==> config.mk <==
export PLATFORM = sky130hd
export DESIGN_NAME = ifid_skid_reg
export DESIGN_NICKNAME = d
export VERILOG_FILES = /design/src/rtl/ifid_pkg.sv /design/src/rtl/ifid_skid_reg.sv
export SDC_FILE = /design/constraint.sdc
export NUM_CORES = 1
export LEC_CHECK = 0
export CAP_MARGIN = 25
export CELL_PAD_IN_SITES_DETAIL_PLACEMENT = 0
export CELL_PAD_IN_SITES_GLOBAL_PLACEMENT = 1
export CORE_ASPECT_RATIO = 0.7
export CORE_MARGIN = 5
export CORE_UTILIZATION = 41
export DETAILED_ROUTE_END_ITERATION = 7
export HOLD_SLACK_MARGIN = 0.15
export PLACE_DENSITY_LB_ADDON = 0.15
export SETUP_SLACK_MARGIN = 0.2
export SYNTH_ARGS = -nofsm -noshare
export SYNTH_HDL_FRONTEND = slang
export SYNTH_SLANG_ARGS = --single-unit
export TNS_END_PERCENT = 100
==> constraint.sdc <==
create_clock -name clk -period 2.2 [get_ports clk]
set_clock_uncertainty 0.05 [all_clocks]
set_input_delay 0.33 -clock clk [delete_from_list [all_inputs] [get_ports clk]]
set_output_delay 0.33 -clock clk [all_outputs]
set_load 0.05 [all_outputs]
==> src/rtl/ifid_pkg.sv <==
// IF/ID register support: occupancy-state encoding and the default NOP word.
// Latency: n/a (types and constants only).
// Backpressure: n/a.
package ifid_pkg;

    // The encoding doubles as the occupancy count, so occupancy is a plain copy of the state.
    typedef enum logic [1:0] {
        ST_EMPTY = 2'd0,
        ST_ONE   = 2'd1,
        ST_FULL  = 2'd2
    } ifid_state_e;

    localparam logic [31:0] IFID_NOP_DEFAULT = 32'h0000_0000;

endpackage

==> src/rtl/ifid_skid_reg.sv <==
// IF/ID pipeline register with a two-entry skid buffer (MAIN drives decode, SKID absorbs one stall).
// Latency: accept in cycle N is visible on instr_out/pc_out with out_valid=1 in cycle N+1.
// Backpressure: in_ready comes from the state register only, and drops once both entries are held.
//
// Ports:
//   clk, rst          single clock; synchronous active-high reset
//   flush             squash held entries; the output becomes NOP and pc_out holds
//   in_valid/in_ready fetch-side handshake carrying instr_in/pc_in
//   out_valid/out_ready decode-side handshake carrying instr_out/pc_out
//   occupancy         number of entries held (0..2)
module ifid_skid_reg
    import ifid_pkg::*;
#(
    parameter int                 INSTR_W   = 32,
    parameter int                 ADDR_W    = 7,
    parameter logic [INSTR_W-1:0] NOP_INSTR = IFID_NOP_DEFAULT
) (
    input  logic               clk,
    input  logic               rst,
    input  logic               flush,
    input  logic               in_valid,
    output logic               in_ready,
    input  logic [INSTR_W-1:0] instr_in,
    input  logic [ADDR_W-1:0]  pc_in,
    output logic               out_valid,
    input  logic               out_ready,
    output logic [INSTR_W-1:0] instr_out,
    output logic [ADDR_W-1:0]  pc_out,
    output logic [1:0]         occupancy
);

    ifid_state_e        state_q, state_d;
    logic [INSTR_W-1:0] main_instr_q, main_instr_d;
    logic [ADDR_W-1:0]  main_pc_q, main_pc_d;
    logic [INSTR_W-1:0] skid_instr_q, skid_instr_d;
    logic [ADDR_W-1:0]  skid_pc_q, skid_pc_d;

    logic accept;
    logic consume;

    // Both handshake outputs are decoded from the state flop alone, so neither has an input-to-output path.
    assign in_ready  = (state_q != ST_FULL);
    assign out_valid = (state_q != ST_EMPTY);
    assign instr_out = main_instr_q;
    assign pc_out    = main_pc_q;
    assign occupancy = state_q;

    assign accept  = in_valid && in_ready;
    assign consume = out_valid && out_ready;

    always_comb begin
        state_d      = state_q;
        main_instr_d = main_instr_q;
        main_pc_d    = main_pc_q;
        skid_instr_d = skid_instr_q;
        skid_pc_d    = skid_pc_q;

        if (flush) begin
            // The handshake completes, but the data is dropped. pc_out keeps the squashed address.
            state_d      = ST_EMPTY;
            main_instr_d = NOP_INSTR;
        end else begin
            unique case (state_q)
                ST_EMPTY: begin
                    if (accept) begin
                        main_instr_d = instr_in;
                        main_pc_d    = pc_in;
                        state_d      = ST_ONE;
                    end
                end
                ST_ONE: begin
                    if (accept && consume) begin
                        main_instr_d = instr_in;
                        main_pc_d    = pc_in;
                    end else if (accept) begin
                        // Decode stalled. Park the newcomer behind MAIN.
                        skid_instr_d = instr_in;
                        skid_pc_d    = pc_in;
                        state_d      = ST_FULL;
                    end else if (consume) begin
                        // MAIN keeps the consumed value, so the outputs hold while the register is empty.
                        state_d = ST_EMPTY;
                    end
                end
                ST_FULL: begin
                    if (consume) begin
                        main_instr_d = skid_instr_q;
                        main_pc_d    = skid_pc_q;
                        state_d      = ST_ONE;
                    end
                end
                default: begin
                    state_d = ST_EMPTY;
                end
            endcase
        end
    end

    always_ff @(posedge clk) begin
        if (rst) begin
            state_q      <= ST_EMPTY;
            main_instr_q <= NOP_INSTR;
            main_pc_q    <= '0;
            skid_instr_q <= '0;
            skid_pc_q    <= '0;
        end else begin
            state_q      <= state_d;
            main_instr_q <= main_instr_d;
            main_pc_q    <= main_pc_d;
            skid_instr_q <= skid_instr_d;
            skid_pc_q    <= skid_pc_d;
        end
    end

endmodule

==> results by group <==
STA
  • Accumulated negative setup slack: 0 ps
  • Total count of max-transition violations in the final report: 0
  • Setup repair after global routing missed its margin: no
  • Actual slew at the worst max-slew pin: between 1000 and 1500 ps
  • Rel. slew slack: a little under a third
  • Number of setup violations in the final report: 0
  • Highest attainable clock frequency: 521 MHz
  • Post-route clock period utilization: 87.2%
  • Minimum clock period after layout: 1920 ps
  • Final Hold Viols: 0

Critical path
  • Register-to-register setup slack: 330 ps
  • Setup CP Type: reg2out
  • Slowest cell on crit path: clkdlybuf4s50_1
  • Cell breakdown of the critical path: clkdlybuf4s50_1
  • WP buf/inv: 1
  • Kind of start point of the critical path: flip-flop
  • Reg-to-Reg Start: occupancy[1]
  • Critical path fanouts, max: 2
  • Depth of the worst register-to-register path: 4
  • Crit end category: primary output
  • Arrival time at the worst endpoint: 1540 ps
  • First element of the critical path: instr_out[30]
  • Required time of the critical path: ~1800 ps
  • Stages on worst setup path: 1
  • Delay-heaviest family, CP: buffers and inverters
  • Worst path max stage delay: 830 ps

Pwr
  • VDD IR-drop max: 0.353 mV
  • Share of power burned in registers: approximately two fifths
  • Power density cells: around 760 mW/mm²
  • Internal Pwr Total: 2.79 mW
  • Share of total power consumed by net switching: 26.4%
  • Leakage power of the design: 1.90 nW
  • Switching power: 1.00 mW
  • Clk pwr share: 42.4%
  • Part of the total power dissipated in combinational logic: roughly 17%

Clock tree
  • Clock insertion delay at the later pin of the skew report: 330 ps
  • CTS buffer count: 9
  • CTS Sinks: 80
  • Clock Root Buffer: clkbuf_16
  • TritonCTS clock tree: done
  • CTS hold repair buffers: 0
  • Maximum number of buffers from clock root to sink: 2
  • Max H-tree Level: 3
  • Clock transition at path regs: ~60 ps

Routing
  • Final routed DRC violation total: 0
  • Post-DRT Antenna Nets: 0
  • Total Routed Length: 10500 µm
  • DRT iter0 DRCs: 198
  • First-pass detailed-route iteration total: 4
  • Wirelength per Cell: 18.2 µm
  • Via count: 3245
  • Per-cell via count in the routed design: roughly 5.6

Job
  • Number of max-capacitance violations reported: 0

Global routing
  • Maximum number of pins on one net before global-route repair: 47
  • Via count of the first global-routing pass: 3326
  • Global-route wire length before repair: 17100 µm
  • All-Layer GR Usage: 19.8%
  • Antenna violations before repair: 0
  • Total congestion overflow after global routing: 0

Synth
  • Distinct cell type count after synthesis: 29
  • Avg Inst Size Synth: 9.74 µm²
  • Biggest area contributors in the synthesized netlist: dfxtp_1, mux2i_1, a211oi_2
  • Share of flip-flops with an asynchronous set or reset: 0%
  • Library cell with the largest summed area after synthesis: dfxtp_1
  • Leading cell type by number of instances after synthesis: dfxtp_1
  • Synthesized netlist cell count: 380
  • Synth warn: 0
  • Sequential cell area fraction in the yosys report: 43.3%
  • Commonest cells in the synthesized netlist: dfxtp_1, a211oi_1, a21oi_1
  • Post-synthesis net count: 424
  • Number of enable flip-flop cells after synthesis: 0
  • Post-synth top area share: 43.3%
  • Cell Area, Synth: 0.00370 mm²
  • Yosys reg bits: 80
  • Most used flip-flop cell after synthesis: dfxtp_1

Layout
  • Number of inserted diodes: 0
  • Post-layout net count: 491
  • Fraction of layout cells with a size suffix above 1: 15.7%
  • Count of non-filler cells in the finished layout: about 580
  • Layout fillers: 833
  • Synthesis-to-finish area growth: 34.0%

Place
  • Final weighted congestion of routability-driven global placement: 0.779
  • Total of buffers placed on input and output ports: 86
  • Dpl hpwl: between 6000 and 7000 µm
  • Post-Place Cells: around 560

Status
  • Result of the run: completed

Floorplan
  • Width of the die: 124 µm
  • Standard cell core area: roughly 0.0089 mm²
  • Starting Density: about two fifths
  • Total I/O pin count: 87
  • Floorplan die area: around 0.011 mm²
  • Die Span Y: a little under 90 µm
  • Rows: 29

Min path
  • Launch point of the worst hold path: skid_pc_q[2]
  • Hold-critical path depth: 2
  • Path class of the lowest-slack min-delay path: reg2reg
==> flip-flops by register name, indices dropped and copies added, names as in the netlist <==
register,flops
instr_out,32
occupancy,2
skid_pc_q,7
pc_out,7
skid_instr_q,32
==> layer usage <==
metal,up-vias,global-route usage (%),routed length (µm)
li1,1577,-,-
met1,1594,25.6,4920
met2,68,33.5,4950
met3,6,4.93,559
met4,0,4.72,53
met5,-,0,0
==> placed cells by master (no fill, tap or decap), types with 2 or more instances in the layout <==
cell type and instances:
clkdlybuf4s50_1 80, o21ai_1 21, clkbuf_8 2, a21oi_1 40, clkbuf_16 9, nand2_1 2, or2_2 2, a21o_1 2
a211oi_1 49, a211oi_2 30, nand3_1 39, buf_12 3, buf_4 14, dlygate4sd2_1 2, dfxtp_1 80, mux2i_1 39
buf_2 2, o21ai_0 18, bufinv_16 2
==> metrics by stage <==
stage               instance area [µm²]  hold slack (ps)  worst slack (ps)  total power, mW  utilization [%]
global route                       4960              444               210             3.94             55.6
global placement                   4630              409               101             2.21             51.9
detailed placement                 4630              417              37.3             2.21             51.9
CTS                                4950              425               225             3.83             55.5
floorplan                          3700              353               296             1.97                -
finish                             4960              423               281             3.79             55.6
==> power groups by stage <==
| stage | clock network [mW] | logic, mW | registers [mW] |
|---|---|---|---|
| after CTS | 1.65 | 0.652 | 1.53 |
| after global routing | 1.71 | 0.689 | 1.54 |
| after floorplan | 0 | 0.260 | 1.71 |
| final | 1.61 | 0.649 | 1.53 |
| after detailed placement | 0 | 0.650 | 1.57 |
| after global placement | 0 | 0.642 | 1.57 |
==> layout make-up <==
class | instances | area [µm²] | share of cell area, %
Clock buffer | 12 | 256 | 5.17
Clock inverter | 3 | 65.1 | 1.31
Inverter | 2 | 7.51 | 0.151
Multi-Input combinational cell | 252 | 1870 | 37.7
Sequential cell | 80 | 1600 | 32.3
Tap cell | 124 | 155 | 3.13
Timing Repair Buffer | 102 | 1000 | 20.2
==> cell families (layout without fill, tap and decap cells) <==
logic type | after synthesis | after routing | synth area share (%)
compound gates | 161 | 161 | 31.6
buf+inv | 48 | 119 | 6.56
flops | 80 | 80 | 43.3
mux | 40 | 40 | 10.9
simple gates | 51 | 51 | 7.67
==> final timing paths <==
path	endpoint
setup / recovery	instr_out[30]
setup reg to reg	instr_out[18]
hold reg to reg	skid_pc_q[2]
hold / removal	skid_pc_q[2]
==> repair_timing <==
item,in CTS,in global routing
endpoints found under the setup margin,4,2
gates resized for setup,4,1
hold endpoints to repair,0,0
setup buffers,0,1
(Power assumes the default switching activity.)
